[config.mk]
export PLATFORM = sky130hd
export DESIGN_NAME = mem_bus_arbiter
export DESIGN_NICKNAME = d
export VERILOG_FILES = /design/src/rtl/mem_bus_arbiter.sv
export SDC_FILE = /design/constraint.sdc
export NUM_CORES = 1
export LEC_CHECK = 0
export ABC_AREA = 1
export ABC_CLOCK_PERIOD_IN_PS = 2700
export BUFFER_PORTS_ARGS = -buffer_cell sky130_fd_sc_hd__buf_2
export CORE_AREA = 5 5 118 120
export CTS_CLUSTER_DIAMETER = 100
export DETAILED_ROUTE_END_ITERATION = 8
export DIE_AREA = 0 0 123 125
export GPL_TIMING_DRIVEN = 0
export PLACE_DENSITY = 0.51
export SLEW_MARGIN = 20
export SYNTH_ARGS = -nofsm -noshare
export SYNTH_HDL_FRONTEND = slang
export SYNTH_SLANG_ARGS = --single-unit
export TNS_END_PERCENT = 30
[constraint.sdc]
create_clock -name clk_i -period 2.7 [get_ports clk_i]
set_input_delay 0.405 -clock clk_i [delete_from_list [all_inputs] [get_ports clk_i]]
set_output_delay 0.405 -clock clk_i [all_outputs]
set_load 0.005 [all_outputs]
[src/rtl/mem_bus_arbiter.sv]
// ---------------------------------------------------------------------------
// mem_bus_arbiter
//
// Shares the single data-bus slave port (address decoder, data memory,
// LED/switch controllers) between two masters:
//   M0 = core load/store unit, M1 = secondary master (DMA/debug).
// Round-robin grant, one transaction in flight at a time, and a fixed
// RD_LAT-cycle response that is routed back to the master that owns it.
//
// Parameters
//   ADDR_W  address width
//   DATA_W  data width (byte enables are DATA_W/8 wide)
//   RD_LAT  cycles from accepted request to response on s_rdata_i (1..15)
//
// Ports
//   clk_i, rst_ni           clock (rising edge), asynchronous active-low reset
//   mX_req_i                request, held by the master until mX_gnt_o
//   mX_we_i / mX_addr_i     write enable / address
//   mX_wdata_i / mX_be_i    write data / byte enables
//   mX_gnt_o                request accepted this cycle
//   mX_rvalid_o             one-cycle response pulse (read data or write ack)
//   mX_rdata_o              read data, valid with mX_rvalid_o, otherwise 0
//   s_req_o ... s_be_o      request to the decoder, driven only in the grant cycle
//   s_rdata_i               decoder read data, valid RD_LAT cycles after s_req_o
// ---------------------------------------------------------------------------
module mem_bus_arbiter #(
    parameter int ADDR_W = 32,
    parameter int DATA_W = 32,
    parameter int RD_LAT = 1
) (
    input  logic                clk_i,
    input  logic                rst_ni,

    input  logic                m0_req_i,
    input  logic                m0_we_i,
    input  logic [ADDR_W-1:0]   m0_addr_i,
    input  logic [DATA_W-1:0]   m0_wdata_i,
    input  logic [DATA_W/8-1:0] m0_be_i,
    output logic                m0_gnt_o,
    output logic                m0_rvalid_o,
    output logic [DATA_W-1:0]   m0_rdata_o,

    input  logic                m1_req_i,
    input  logic                m1_we_i,
    input  logic [ADDR_W-1:0]   m1_addr_i,
    input  logic [DATA_W-1:0]   m1_wdata_i,
    input  logic [DATA_W/8-1:0] m1_be_i,
    output logic                m1_gnt_o,
    output logic                m1_rvalid_o,
    output logic [DATA_W-1:0]   m1_rdata_o,

    output logic                s_req_o,
    output logic                s_we_o,
    output logic [ADDR_W-1:0]   s_addr_o,
    output logic [DATA_W-1:0]   s_wdata_o,
    output logic [DATA_W/8-1:0] s_be_o,
    input  logic [DATA_W-1:0]   s_rdata_i
);

    localparam int CNT_W = $clog2(RD_LAT + 1);
    localparam logic [CNT_W-1:0] CNT_LAST = CNT_W'(RD_LAT);

    typedef enum logic {
        S_IDLE,
        S_WAIT
    } state_t;

    state_t           state;
    state_t           state_next;
    logic             owner;     // master whose transaction is in flight
    logic             last;      // master granted most recently
    logic [CNT_W-1:0] cnt;       // cycles since grant, 1..RD_LAT

    logic any_req;
    logic winner;
    logic accept;

    assign any_req = m0_req_i | m1_req_i;

    // On a tie the master that did not win last time gets the bus;
    // a lone requester always wins, even back-to-back.
    assign winner = (m0_req_i & m1_req_i) ? ~last : m1_req_i;

    assign accept = (state == S_IDLE) & any_req;

    // NOTE: sequential state uses non-blocking assignments so every register
    // samples the pre-edge values, independent of block ordering.
    always_ff @(posedge clk_i or negedge rst_ni) begin
        if (!rst_ni) begin
            state <= S_IDLE;
        end else begin
            state <= state_next;
        end
    end

    // last resets to M1 so that M0 wins the first tie after reset.
    always_ff @(posedge clk_i or negedge rst_ni) begin
        if (!rst_ni) begin
            owner <= 1'b0;
            last  <= 1'b1;
            cnt   <= '0;
        end else if (accept) begin
            owner <= winner;
            last  <= winner;
            cnt   <= CNT_W'(1);
        end else if ((state == S_WAIT) && (cnt != CNT_LAST)) begin
            cnt <= cnt + CNT_W'(1);
        end
    end

    // NOTE: every output of this block is given a default first, so no path
    // through the case statement can leave a value held (no latches).
    always_comb begin
        state_next  = state;
        m0_gnt_o    = 1'b0;
        m1_gnt_o    = 1'b0;
        m0_rvalid_o = 1'b0;
        m1_rvalid_o = 1'b0;
        m0_rdata_o  = '0;
        m1_rdata_o  = '0;
        s_req_o     = 1'b0;
        s_we_o      = 1'b0;
        s_addr_o    = '0;
        s_wdata_o   = '0;
        s_be_o      = '0;

        case (state)
            S_IDLE: begin
                if (any_req) begin
                    state_next = S_WAIT;
                    m0_gnt_o   = ~winner;
                    m1_gnt_o   = winner;
                    s_req_o    = 1'b1;
                    s_we_o     = winner ? m1_we_i    : m0_we_i;
                    s_addr_o   = winner ? m1_addr_i  : m0_addr_i;
                    s_wdata_o  = winner ? m1_wdata_i : m0_wdata_i;
                    s_be_o     = winner ? m1_be_i    : m0_be_i;
                end
            end

            S_WAIT: begin
                // Requests arriving here simply stall; the master keeps
                // req asserted and is arbitrated once we are back in IDLE.
                if (cnt == CNT_LAST) begin
                    state_next = S_IDLE;
                    if (owner) begin
                        m1_rvalid_o = 1'b1;
                        m1_rdata_o  = s_rdata_i;
                    end else begin
                        m0_rvalid_o = 1'b1;
                        m0_rdata_o  = s_rdata_i;
                    end
                end
            end

            default: state_next = S_IDLE;
        endcase
    end

endmodule

==> metrics.txt <==
DIE AREA=15380 um^2; ant diodes=0; WL per Instance=14.41 um; vias per cell=4.262; met2 wire len=6100 um; Required @ worst endpoint=2300 ps; most area-consuming cells after synthesis=nand4_1, nand3_1, nand2_1; crit path launch type=flop; initial antenna violation count=0; Crit. End Element=output pin; met1 wire length=4804 um; Post-Route WL=12420 um; Max-Cap Viols=0; proportion of synthesized area in mux cells=0; Clock transition at path regs=30 ps; post-DP HPWL=between 10000 and 15000 um; Hold/Removal Path Class=input port to flop; Async SR Flop Fraction=1.000; worst setup path end=s_wdata_o[11]; Synth Area in Simple Gates=0.7341; Yosys top cell area share=0.2358; GRT Total Usage=0.1445; Reg2Reg Depth=3; Synth Area in Compound Gates=0.002734; total number of vias=3674; synth warn=0; Top Ports=312; R2R Setup Slk=1370 ps; vias in the first global route=3672; f_max=446.2 MHz; Leakage=about 0.0025 uW; Main synth FF type=dfrtp_1; starting density of the core=0.1422; outcome=completed; pre-CTS setup slack=just under 600 ps; CP Max Fanout=10; count of final max-slew check failures=0; Syn Area/Cell=4.934 um^2; Seq/Total Area, Yosys=0.05537; Placeable Area=around 13000 um^2; syn nets=545; Final period util=0.8301; Mapped Area=~1800 um^2; Area Overhead vs Synth=101.6%; layout cells sized above 1=0.4956; crit path launch=last; largest net degree at the start of global routing=11; classification of the worst setup path=flop to output pin; Clock Sinks=4; Final min period=2241 ps; Power Dens Cells=~320 nW/um^2; DR pass1 iterations=4; H-tree depth=1; worst skew pair latency=230 ps; GP Congestion=0.8165; Routed Antenna Nets=0; Final Hold Viols=0; FF-to-FF End=state; initial DRC count=97; Adder-Cell Fraction of Synth Area=0; FF-to-FF Start=state; clock buffer depth=2; cell taking the most area after synthesis=nand4_1; largest family of logic cells by synthesized area=simple AND/OR/NAND/NOR gates; global-route wire length before repair=17970 um; setup_tns=0 ps; clock skew=2.536 ps; Yosys reg bits=4; Distinct cells, synth=17; Die Wd=123 um; EDFF count, synth=0; grt total ovfl=0; peak supply drop=0.1903 mV; CTS buffer count=3; Syn Inst Count=371; XOR/XNOR share of the synthesized area=0; Buffers on Ports=310; CTS tree=built; Final Setup Violations=0; setup ws final=458.6 ps; met3 wire length=1244 um; Top Layer Used=met4; Post-synth top cells=nand2_1, nand3_1, nand4_1, nor2_1, inv_1; worst slew pin tran=494.1 ps; root buf cell=clkbuf_16; most common cell in the netlist=nand2_1; Die Y=125 um; nets@finish=861; unrepaired setup endpoints after global routing=false; DRC=0; slew margin rel.=0.6706; Rows=42; CP arrival=1840 ps
power breakdown:
group | leakage (uW) | switching, uW | internal (uW)
clock network | 0.0000382 | 46.0 | 195
registers | 0.0000434 | 8.02 | 70.6
logic | 0.00244 | 487 | 373
repair_timing:
action	CTS	global route
hold buffers	1	0
resized for setup	0	0
endpoints found under the setup margin	0	0
setup buffers	0	0
endpoints found under the hold margin	3	0
flip-flops by register name, indices dropped and copies added (netlist names):
signal,count
owner,1
cnt,1
state,1
last,1
cell type report:
type | instances | area (um^2)
clock buffer | 4 | 78.83
inverter | 39 | 146.4
buffer | 42 | 234.0
fill | 1544 | 9184
sequential | 4 | 101.3
multi-input combinational | 286 | 1349
timing repair buffer | 311 | 1562
tap | 176 | 220.2
layer usage:
metal,GRT usage,up-vias
met2,0.2769,201
met3,0.02936,18
li1,-,1875
met4,0.04300,0
met5,0,-
met1,0.1563,1580
worst min-delay path by stage:
stage / from / to / slack (ps) / cells past startpoint
CTS: m0_req_i / cnt / 420 / 3
floorplan: rst_ni / cnt / 110 / 0
detailed placement: rst_ni / state / 220 / 1
finish: m0_req_i / cnt / 420 / 3
global route: m0_req_i / cnt / 440 / 3
global placement: rst_ni / state / 220 / 1
cells by family (layout without fill, tap and decap cells):
| logic type | Yosys count | after routing |
|---|---|---|
| buffers and inverters | 81 | 396 |
| DFF | 4 | 4 |
| and+or+nand+nor | 285 | 285 |
| AOI/OAI and AO/OA | 1 | 1 |
critical path, cell delays in order (launching register included):
cell and delay, ps:
dfstp_2 520, nand2_1 200, nand2_2 260, buf_2 270, nand3_1 160, nand2_1 80
buf_2 110
per-stage QoR:
stage	area [um^2]	power [uW]	utilization	hold slack, ps	cells
after floorplan	1831	496.2	-	109.4	371
after global placement	3602	957.8	0.2798	215.3	857
after detailed placement	3602	954.7	0.2798	218.9	857
after CTS	3691	1202	0.2867	419.3	862
after global routing	3691	1294	0.2867	440.8	862
final	3691	1180	0.2867	416.2	862
placed cells by master (no fill, tap or decap), types with 2 or more instances in the layout:
cell         n
clkbuf_1    17
dfrtp_1      3
inv_1       38
buf_1        4
buf_6        7
clkbuf_16    3
nor2_1      67
buf_4        2
nand4_1     69
buf_2      323
nand3_1     71
nand2_1     75
(Power assumes the default switching activity.)
